**src/rtl/mc_cu_if.sv**
```systemverilog
// mc_cu_if: control-unit <-> datapath bundle.
// master (control unit): takes IR fields op/func, ALU is_zero and memory
// mem_ready; drives the datapath enables/selects, state, retire and illegal.
// slave (datapath side): the mirror image.
interface mc_cu_if;
    logic [5:0] op;
    logic [5:0] func;
    logic       is_zero;
    logic       mem_ready;
    logic       wpc;
    logic       wir;
    logic       iord;
    logic       wmem;
    logic       wreg;
    logic       regrt;
    logic       m2reg;
    logic       jal;
    logic       sext;
    logic       shift;
    logic       alusrca;
    logic [1:0] alusrcb;
    logic [3:0] aluc;
    logic [1:0] pcsource;
    logic [2:0] state;
    logic       retire;
    logic       illegal;

    modport master (
        input  op, func, is_zero, mem_ready,
        output wpc, wir, iord, wmem, wreg, regrt, m2reg, jal, sext, shift,
               alusrca, alusrcb, aluc, pcsource, state, retire, illegal
    );

    modport slave (
        output op, func, is_zero, mem_ready,
        input  wpc, wir, iord, wmem, wreg, regrt, m2reg, jal, sext, shift,
               alusrca, alusrcb, aluc, pcsource, state, retire, illegal
    );
endinterface

```
**src/rtl/mc_cu.sv**
```systemverilog
// mc_cu: multi-cycle MIPS control unit sequencing IF/ID/EXE/MEM/WB.
// Ports: clock, reset (async, active-high), bus (mc_cu_if.master) carrying
// IR fields, is_zero, mem_ready in and all datapath controls out.
// MEM_HANDSHAKE=1 makes IF and MEM wait for mem_ready; 0 ignores it.
module mc_cu #(
    parameter bit MEM_HANDSHAKE = 1'b1
) (
    input  logic      clock,
    input  logic      reset,
    mc_cu_if.master   bus
);
    typedef enum logic [2:0] {
        S_IF  = 3'd0,
        S_ID  = 3'd1,
        S_EXE = 3'd2,
        S_MEM = 3'd3,
        S_WB  = 3'd4
    } state_t;

    state_t state_q, state_d;

    logic r_type;
    logic i_add, i_sub, i_and, i_or, i_xor, i_sll, i_srl, i_sra, i_jr;
    logic i_addi, i_andi, i_ori, i_xori, i_lw, i_sw, i_beq, i_bne, i_lui, i_j, i_jal;
    logic i_shift, i_r_alu, i_imm_alu, legal;
    logic mem_done;
    logic [3:0] alu_op;

    logic wpc, wir, iord, wmem, wreg, regrt, m2reg, jal, sext, shift, alusrca;
    logic retire, illegal;
    logic [1:0] alusrcb, pcsource;
    logic [3:0] aluc;

    assign r_type    = bus.op == 6'b000000;
    assign i_add     = r_type & (bus.func == 6'b100000);
    assign i_sub     = r_type & (bus.func == 6'b100010);
    assign i_and     = r_type & (bus.func == 6'b100100);
    assign i_or      = r_type & (bus.func == 6'b100101);
    assign i_xor     = r_type & (bus.func == 6'b100110);
    assign i_sll     = r_type & (bus.func == 6'b000000);
    assign i_srl     = r_type & (bus.func == 6'b000010);
    assign i_sra     = r_type & (bus.func == 6'b000011);
    assign i_jr      = r_type & (bus.func == 6'b001000);
    assign i_addi    = bus.op == 6'b001000;
    assign i_andi    = bus.op == 6'b001100;
    assign i_ori     = bus.op == 6'b001101;
    assign i_xori    = bus.op == 6'b001110;
    assign i_lw      = bus.op == 6'b100011;
    assign i_sw      = bus.op == 6'b101011;
    assign i_beq     = bus.op == 6'b000100;
    assign i_bne     = bus.op == 6'b000101;
    assign i_lui     = bus.op == 6'b001111;
    assign i_j       = bus.op == 6'b000010;
    assign i_jal     = bus.op == 6'b000011;
    assign i_shift   = i_sll | i_srl | i_sra;
    assign i_r_alu   = i_add | i_sub | i_and | i_or | i_xor | i_shift;
    assign i_imm_alu = i_addi | i_andi | i_ori | i_xori | i_lui;
    assign legal     = i_r_alu | i_jr | i_imm_alu | i_lw | i_sw | i_beq | i_bne | i_j | i_jal;

    // Constant select when the handshake is disabled, so an X on mem_ready never leaks.
    assign mem_done = MEM_HANDSHAKE ? bus.mem_ready : 1'b1;

    assign alu_op = (i_sub | i_beq | i_bne) ? 4'b0100 :
                    (i_and | i_andi)        ? 4'b0001 :
                    (i_or  | i_ori)         ? 4'b0101 :
                    (i_xor | i_xori)        ? 4'b0010 :
                    i_lui                   ? 4'b0110 :
                    i_sll                   ? 4'b0011 :
                    i_srl                   ? 4'b0111 :
                    i_sra                   ? 4'b1111 : 4'b0000;

    always_ff @(posedge clock or posedge reset) begin
        if (reset) state_q <= S_IF;
        else       state_q <= state_d;
    end

    always_comb begin
        state_d  = state_q;
        wpc      = 1'b0;
        wir      = 1'b0;
        iord     = 1'b0;
        wmem     = 1'b0;
        wreg     = 1'b0;
        regrt    = 1'b0;
        m2reg    = 1'b0;
        jal      = 1'b0;
        sext     = 1'b0;
        shift    = 1'b0;
        alusrca  = 1'b0;
        alusrcb  = 2'b00;
        aluc     = 4'b0000;
        pcsource = 2'b00;
        retire   = 1'b0;
        illegal  = 1'b0;
        case (state_q)
            S_IF: begin
                alusrcb = 2'b01;
                wir     = mem_done;
                wpc     = mem_done;
                state_d = mem_done ? S_ID : S_IF;
            end
            S_ID: begin
                // Adder computes PC+4 + (imm<<2) here so EXE can branch from it.
                alusrcb = 2'b11;
                sext    = 1'b1;
                if (i_j | i_jal) begin
                    wpc      = 1'b1;
                    pcsource = 2'b11;
                    wreg     = i_jal;
                    jal      = i_jal;
                    retire   = 1'b1;
                    state_d  = S_IF;
                end else if (i_jr) begin
                    wpc      = 1'b1;
                    pcsource = 2'b10;
                    retire   = 1'b1;
                    state_d  = S_IF;
                end else if (!legal) begin
                    illegal  = 1'b1;
                    retire   = 1'b1;
                    state_d  = S_IF;
                end else begin
                    state_d  = S_EXE;
                end
            end
            S_EXE: begin
                alusrca = 1'b1;
                shift   = i_shift;
                alusrcb = (r_type | i_beq | i_bne) ? 2'b00 : 2'b10;
                aluc    = alu_op;
                sext    = i_addi | i_lw | i_sw | i_beq | i_bne;
                if (i_beq | i_bne) begin
                    pcsource = 2'b01;
                    wpc      = (i_beq & bus.is_zero) | (i_bne & ~bus.is_zero);
                    retire   = 1'b1;
                    state_d  = S_IF;
                end else begin
                    state_d  = (i_lw | i_sw) ? S_MEM : S_WB;
                end
            end
            S_MEM: begin
                iord    = 1'b1;
                wmem    = i_sw;
                retire  = i_sw & mem_done;
                state_d = !mem_done ? S_MEM : i_sw ? S_IF : S_WB;
            end
            S_WB: begin
                wreg    = 1'b1;
                regrt   = i_imm_alu | i_lw;
                m2reg   = i_lw;
                retire  = 1'b1;
                state_d = S_IF;
            end
            default: state_d = S_IF;
        endcase
    end

    // Architectural writes and pulses are suppressed for the whole reset window.
    assign bus.wpc      = wpc & ~reset;
    assign bus.wir      = wir & ~reset;
    assign bus.wmem     = wmem & ~reset;
    assign bus.wreg     = wreg & ~reset;
    assign bus.retire   = retire & ~reset;
    assign bus.illegal  = illegal & ~reset;
    assign bus.iord     = iord;
    assign bus.regrt    = regrt;
    assign bus.m2reg    = m2reg;
    assign bus.jal      = jal;
    assign bus.sext     = sext;
    assign bus.shift    = shift;
    assign bus.alusrca  = alusrca;
    assign bus.alusrcb  = alusrcb;
    assign bus.aluc     = aluc;
    assign bus.pcsource = pcsource;
    assign bus.state    = state_q;
endmodule
```
**src/flat_wrapper.sv**
```systemverilog
// flat-port wrapper written by rule: the top's interface ports become plain ports
module mc_cu_flat 
#(
    parameter bit MEM_HANDSHAKE = 1'b1
)
  (clock, reset, bus_op, bus_func, bus_is_zero, bus_mem_ready, bus_wpc, bus_wir, bus_iord, bus_wmem, bus_wreg, bus_regrt, bus_m2reg, bus_jal, bus_sext, bus_shift, bus_alusrca, bus_alusrcb, bus_aluc, bus_pcsource, bus_state, bus_retire, bus_illegal);
  mc_cu_if bus_i ();
  input  logic clock;
  input  logic reset;
  input wire logic [$bits(bus_i.op)-1:0] bus_op;
  input wire logic [$bits(bus_i.func)-1:0] bus_func;
  input wire logic [$bits(bus_i.is_zero)-1:0] bus_is_zero;
  input wire logic [$bits(bus_i.mem_ready)-1:0] bus_mem_ready;
  output wire logic [$bits(bus_i.wpc)-1:0] bus_wpc;
  output wire logic [$bits(bus_i.wir)-1:0] bus_wir;
  output wire logic [$bits(bus_i.iord)-1:0] bus_iord;
  output wire logic [$bits(bus_i.wmem)-1:0] bus_wmem;
  output wire logic [$bits(bus_i.wreg)-1:0] bus_wreg;
  output wire logic [$bits(bus_i.regrt)-1:0] bus_regrt;
  output wire logic [$bits(bus_i.m2reg)-1:0] bus_m2reg;
  output wire logic [$bits(bus_i.jal)-1:0] bus_jal;
  output wire logic [$bits(bus_i.sext)-1:0] bus_sext;
  output wire logic [$bits(bus_i.shift)-1:0] bus_shift;
  output wire logic [$bits(bus_i.alusrca)-1:0] bus_alusrca;
  output wire logic [$bits(bus_i.alusrcb)-1:0] bus_alusrcb;
  output wire logic [$bits(bus_i.aluc)-1:0] bus_aluc;
  output wire logic [$bits(bus_i.pcsource)-1:0] bus_pcsource;
  output wire logic [$bits(bus_i.state)-1:0] bus_state;
  output wire logic [$bits(bus_i.retire)-1:0] bus_retire;
  output wire logic [$bits(bus_i.illegal)-1:0] bus_illegal;
  assign bus_i.op = bus_op;
  assign bus_i.func = bus_func;
  assign bus_i.is_zero = bus_is_zero;
  assign bus_i.mem_ready = bus_mem_ready;
  assign bus_wpc = bus_i.wpc;
  assign bus_wir = bus_i.wir;
  assign bus_iord = bus_i.iord;
  assign bus_wmem = bus_i.wmem;
  assign bus_wreg = bus_i.wreg;
  assign bus_regrt = bus_i.regrt;
  assign bus_m2reg = bus_i.m2reg;
  assign bus_jal = bus_i.jal;
  assign bus_sext = bus_i.sext;
  assign bus_shift = bus_i.shift;
  assign bus_alusrca = bus_i.alusrca;
  assign bus_alusrcb = bus_i.alusrcb;
  assign bus_aluc = bus_i.aluc;
  assign bus_pcsource = bus_i.pcsource;
  assign bus_state = bus_i.state;
  assign bus_retire = bus_i.retire;
  assign bus_illegal = bus_i.illegal;
  mc_cu #(.MEM_HANDSHAKE(MEM_HANDSHAKE)) u_core (.clock(clock), .reset(reset), .bus(bus_i));
endmodule
```
**config.mk**
```make
export PLATFORM = sky130hd
export DESIGN_NAME = mc_cu_flat
export DESIGN_NICKNAME = d
export VERILOG_FILES = /design/src/rtl/mc_cu_if.sv /design/src/rtl/mc_cu.sv /design/src/flat_wrapper.sv
export SDC_FILE = /design/constraint.sdc
export NUM_CORES = 1
export LEC_CHECK = 0
export ABC_AREA = 0
export CORE_MARGIN = 2
export CORE_UTILIZATION = 38
export DETAILED_ROUTE_END_ITERATION = 8
export PLACE_DENSITY = 0.82
export SLEW_MARGIN = 20
export SYNTH_ARGS = -nofsm -noshare
export SYNTH_HDL_FRONTEND = slang
export SYNTH_SLANG_ARGS = --single-unit
```
**constraint.sdc**
```tcl
create_clock -name clock -period 2 [get_ports clock]
set_input_delay 0.2 -clock clock [delete_from_list [all_inputs] [get_ports clock]]
set_output_delay 0.2 -clock clock [all_outputs]
set_load 0.02 [all_outputs]
```
==> metrics.txt <==
status=finished with violations; failing checks=setup timing; setup TNS=-0.257 ns; Syn Area/Cell=6.17 um2; Seq/Total Area, Yosys=0.108; IO Pins=40; vias in the first global route=1208; Reg clk slew, reported paths=0.04 ns; core area=1730 um2; DRC=0; RePlAce Congestion=0.904; Synth-to-Final Area Change=121%; Slew @ Worst Pin=0.323 ns; Final Setup Violations=4; register area=75.1 um2; CP Max Fanout=3; largest net degree at the start of global routing=14; most frequent cells after synthesis=18 x nor2_1, 16 x nand2_1, 8 x a21oi_1; peak supply drop=0.322 mV; Synthesis Warnings=0; WL final=3650 um; DP Area=1430 um2; input/output buffers=39; Nets=212; Die H=46.8 um; DRT Pass-1 Iters=4; Worst EP arrival=1.92 ns; share of layout cells above drive strength 1=0.415; HPWL Detailed=2350 um; top cells by area, synth=dfrtp_1 11%, nor2_1 9.7%, nand2_1 8.6%, a21oi_1 5.7%, nor2b_1 5.4%; Initial Util=0.404; synthesized instance count=113; EDFF count, synth=0; Leakage=0.814 nW; Fin Clk Skew=0.00327 ns; Synth Flop Type=dfrtp_1; slew margin rel.=0.782; FMAX=473 MHz; period utilization=1.06; Slew Viols, Final=0; Via Count=1246; Worst Setup Path Type=input pin to output pin; CTS tree=yes; Final Hold Fails=0; RSZ-0062 raised after global routing=yes; Yosys reg bits=3; worst skew pair latency=0.25 ns; # H-tree levels=1; hold_buf cts=0; Max Cap Viol=0; Tightest Hold Check Type=input pin to async pin; gr usage total=0.352; Via density=5.66; Routed Antenna Nets=0; cell chain of the critical path=buf_6, or4_4, nand2b_4, or3_4, o41ai_4, a21oi_2, buf_6; Multi-input gate area=676 um2; Netlist Area Pre-Place=697 um2; final instance area=1540 um2; Yosys top cell area share=0.108; critical path capture point type=output pin; CTS max path bufs=2; root buffer cell=clkbuf_4; Final WS setup=-0.116 ns; first-pass GRT wire length=5470 um; initial antenna violation count=0; dominant cell type by area after synthesis=dfrtp_1; Post-Route Utilization=0.893; area of the die=2190 um2; Die Wd=46.8 um; gr ovfl total=0; Critical Path Source Type=input pin; Fin Hold WS=0.344 ns; WP data required=1.80 ns; CP most frequent cell=buf_6; DR WL/cell=16.6 um; Netlist cell types=36; Setup WS pre-CTS=-0.854 ns; clk sinks=3; top-count cell post-synth=nor2_1; max reg flops=3; Pwr per Cell Area=330 nW/um2; row count=15; number of diodes=0; worst-path cell with the longest stage delay=or4_4; FFs w/ async S/R, synth=1.00; cts bufs inserted=3; Tmin final=2.12 ns; Syn Nets=129; critical path's largest stage delay=0.53 ns; Filler Cell Count=90; Iteration-0 DRC Markers=37
## placed cells by master (no fill, tap or decap), types with 5 or more instances in the layout
master and instances:
inv_1 6, buf_4 44, a21oi_1 7, dlymetal6s2s_1 6, o21ai_0 5, nor2_1 15, nand2_1 16, nor2b_1 6
dlygate4sd2_1 7, clkdlybuf4s50_1 9, buf_6 8
## where the power goes
group / switching, mW / leakage (nW) / internal, mW
combinational: 0.167 / 0.759 / 0.151
clock: 0.0413 / 0.0150 / 0.0754
sequential: 0.00739 / 0.0402 / 0.0661
total: 0.216 / 0.814 / 0.293
## path summary, 6_finish.rpt
| check | cells after the start | slack (ns) | to | start |
|---|---|---|---|---|
| max | 7 | -0.12 | bus_aluc[1] | bus_op[5] |
| min | 3 | 0.34 | u_core.bus.state[2] | reset |
| max reg2reg | 7 | 0.44 | u_core.bus.state[1] | u_core.bus.state[1] |
| min reg2reg | 4 | 0.84 | u_core.bus.state[0] | u_core.bus.state[1] |
| max in group asynchronous | 3 | 1.56 | u_core.bus.state[1] | reset |
| min in group clock | 4 | 0.42 | u_core.bus.state[2] | bus_op[4] |
## logic make-up after synthesis
kind of cell / synth area share
and+or+nand+nor: 0.524
xor gates and xnor gates: 0.0251
AOI/OAI and AO/OA: 0.278
DFF: 0.108
buffers and inverters: 0.0646
## layer usage
metal,track usage,vias to the layer above,wire [um]
li1,-,570,-
met1,0.385,585,1370
met2,0.663,76,1980
met3,0.0615,15,242
met4,0.139,0,66
met5,0,-,0
## per-stage QoR
| stage | std cells | total power, mW |
|---|---|---|
| 2_1_floorplan | 113 | 0.202 |
| 3_3_place_gp | 211 | 0.366 |
| 3_5_place_dp | 211 | 0.374 |
| 4_1_cts | 218 | 0.498 |
| 5_1_grt | 220 | 0.534 |
| 6_report | 220 | 0.509 |
## layout make-up
| cell class | count | share of cell area |
|---|---|---|
| repair buffers | 84 | 0.461 |
| multi-input cells | 98 | 0.438 |
| flip-flops and latches | 3 | 0.0487 |
| well taps | 25 | 0.0203 |
| clock buffers | 4 | 0.0170 |
| inverters | 6 | 0.0146 |
## repair_timing
item                                   in CTS  in global routing
endpoints found under the hold margin       0                  0
setup endpoints to repair                  17                 17
gates resized for setup                    83                 17
pin swaps                                  12                  6
setup buffers                               3                  2
gates cloned                                0                  0
## critical path: cells and delay by family
| family | cells | cell delay [ns] |
|---|---|---|
| buf+inv | 2 | 0.23 |
| simple gates | 3 | 1.11 |
| compound gates | 2 | 0.37 |
Note: power is estimated with default switching activity, not from simulation.
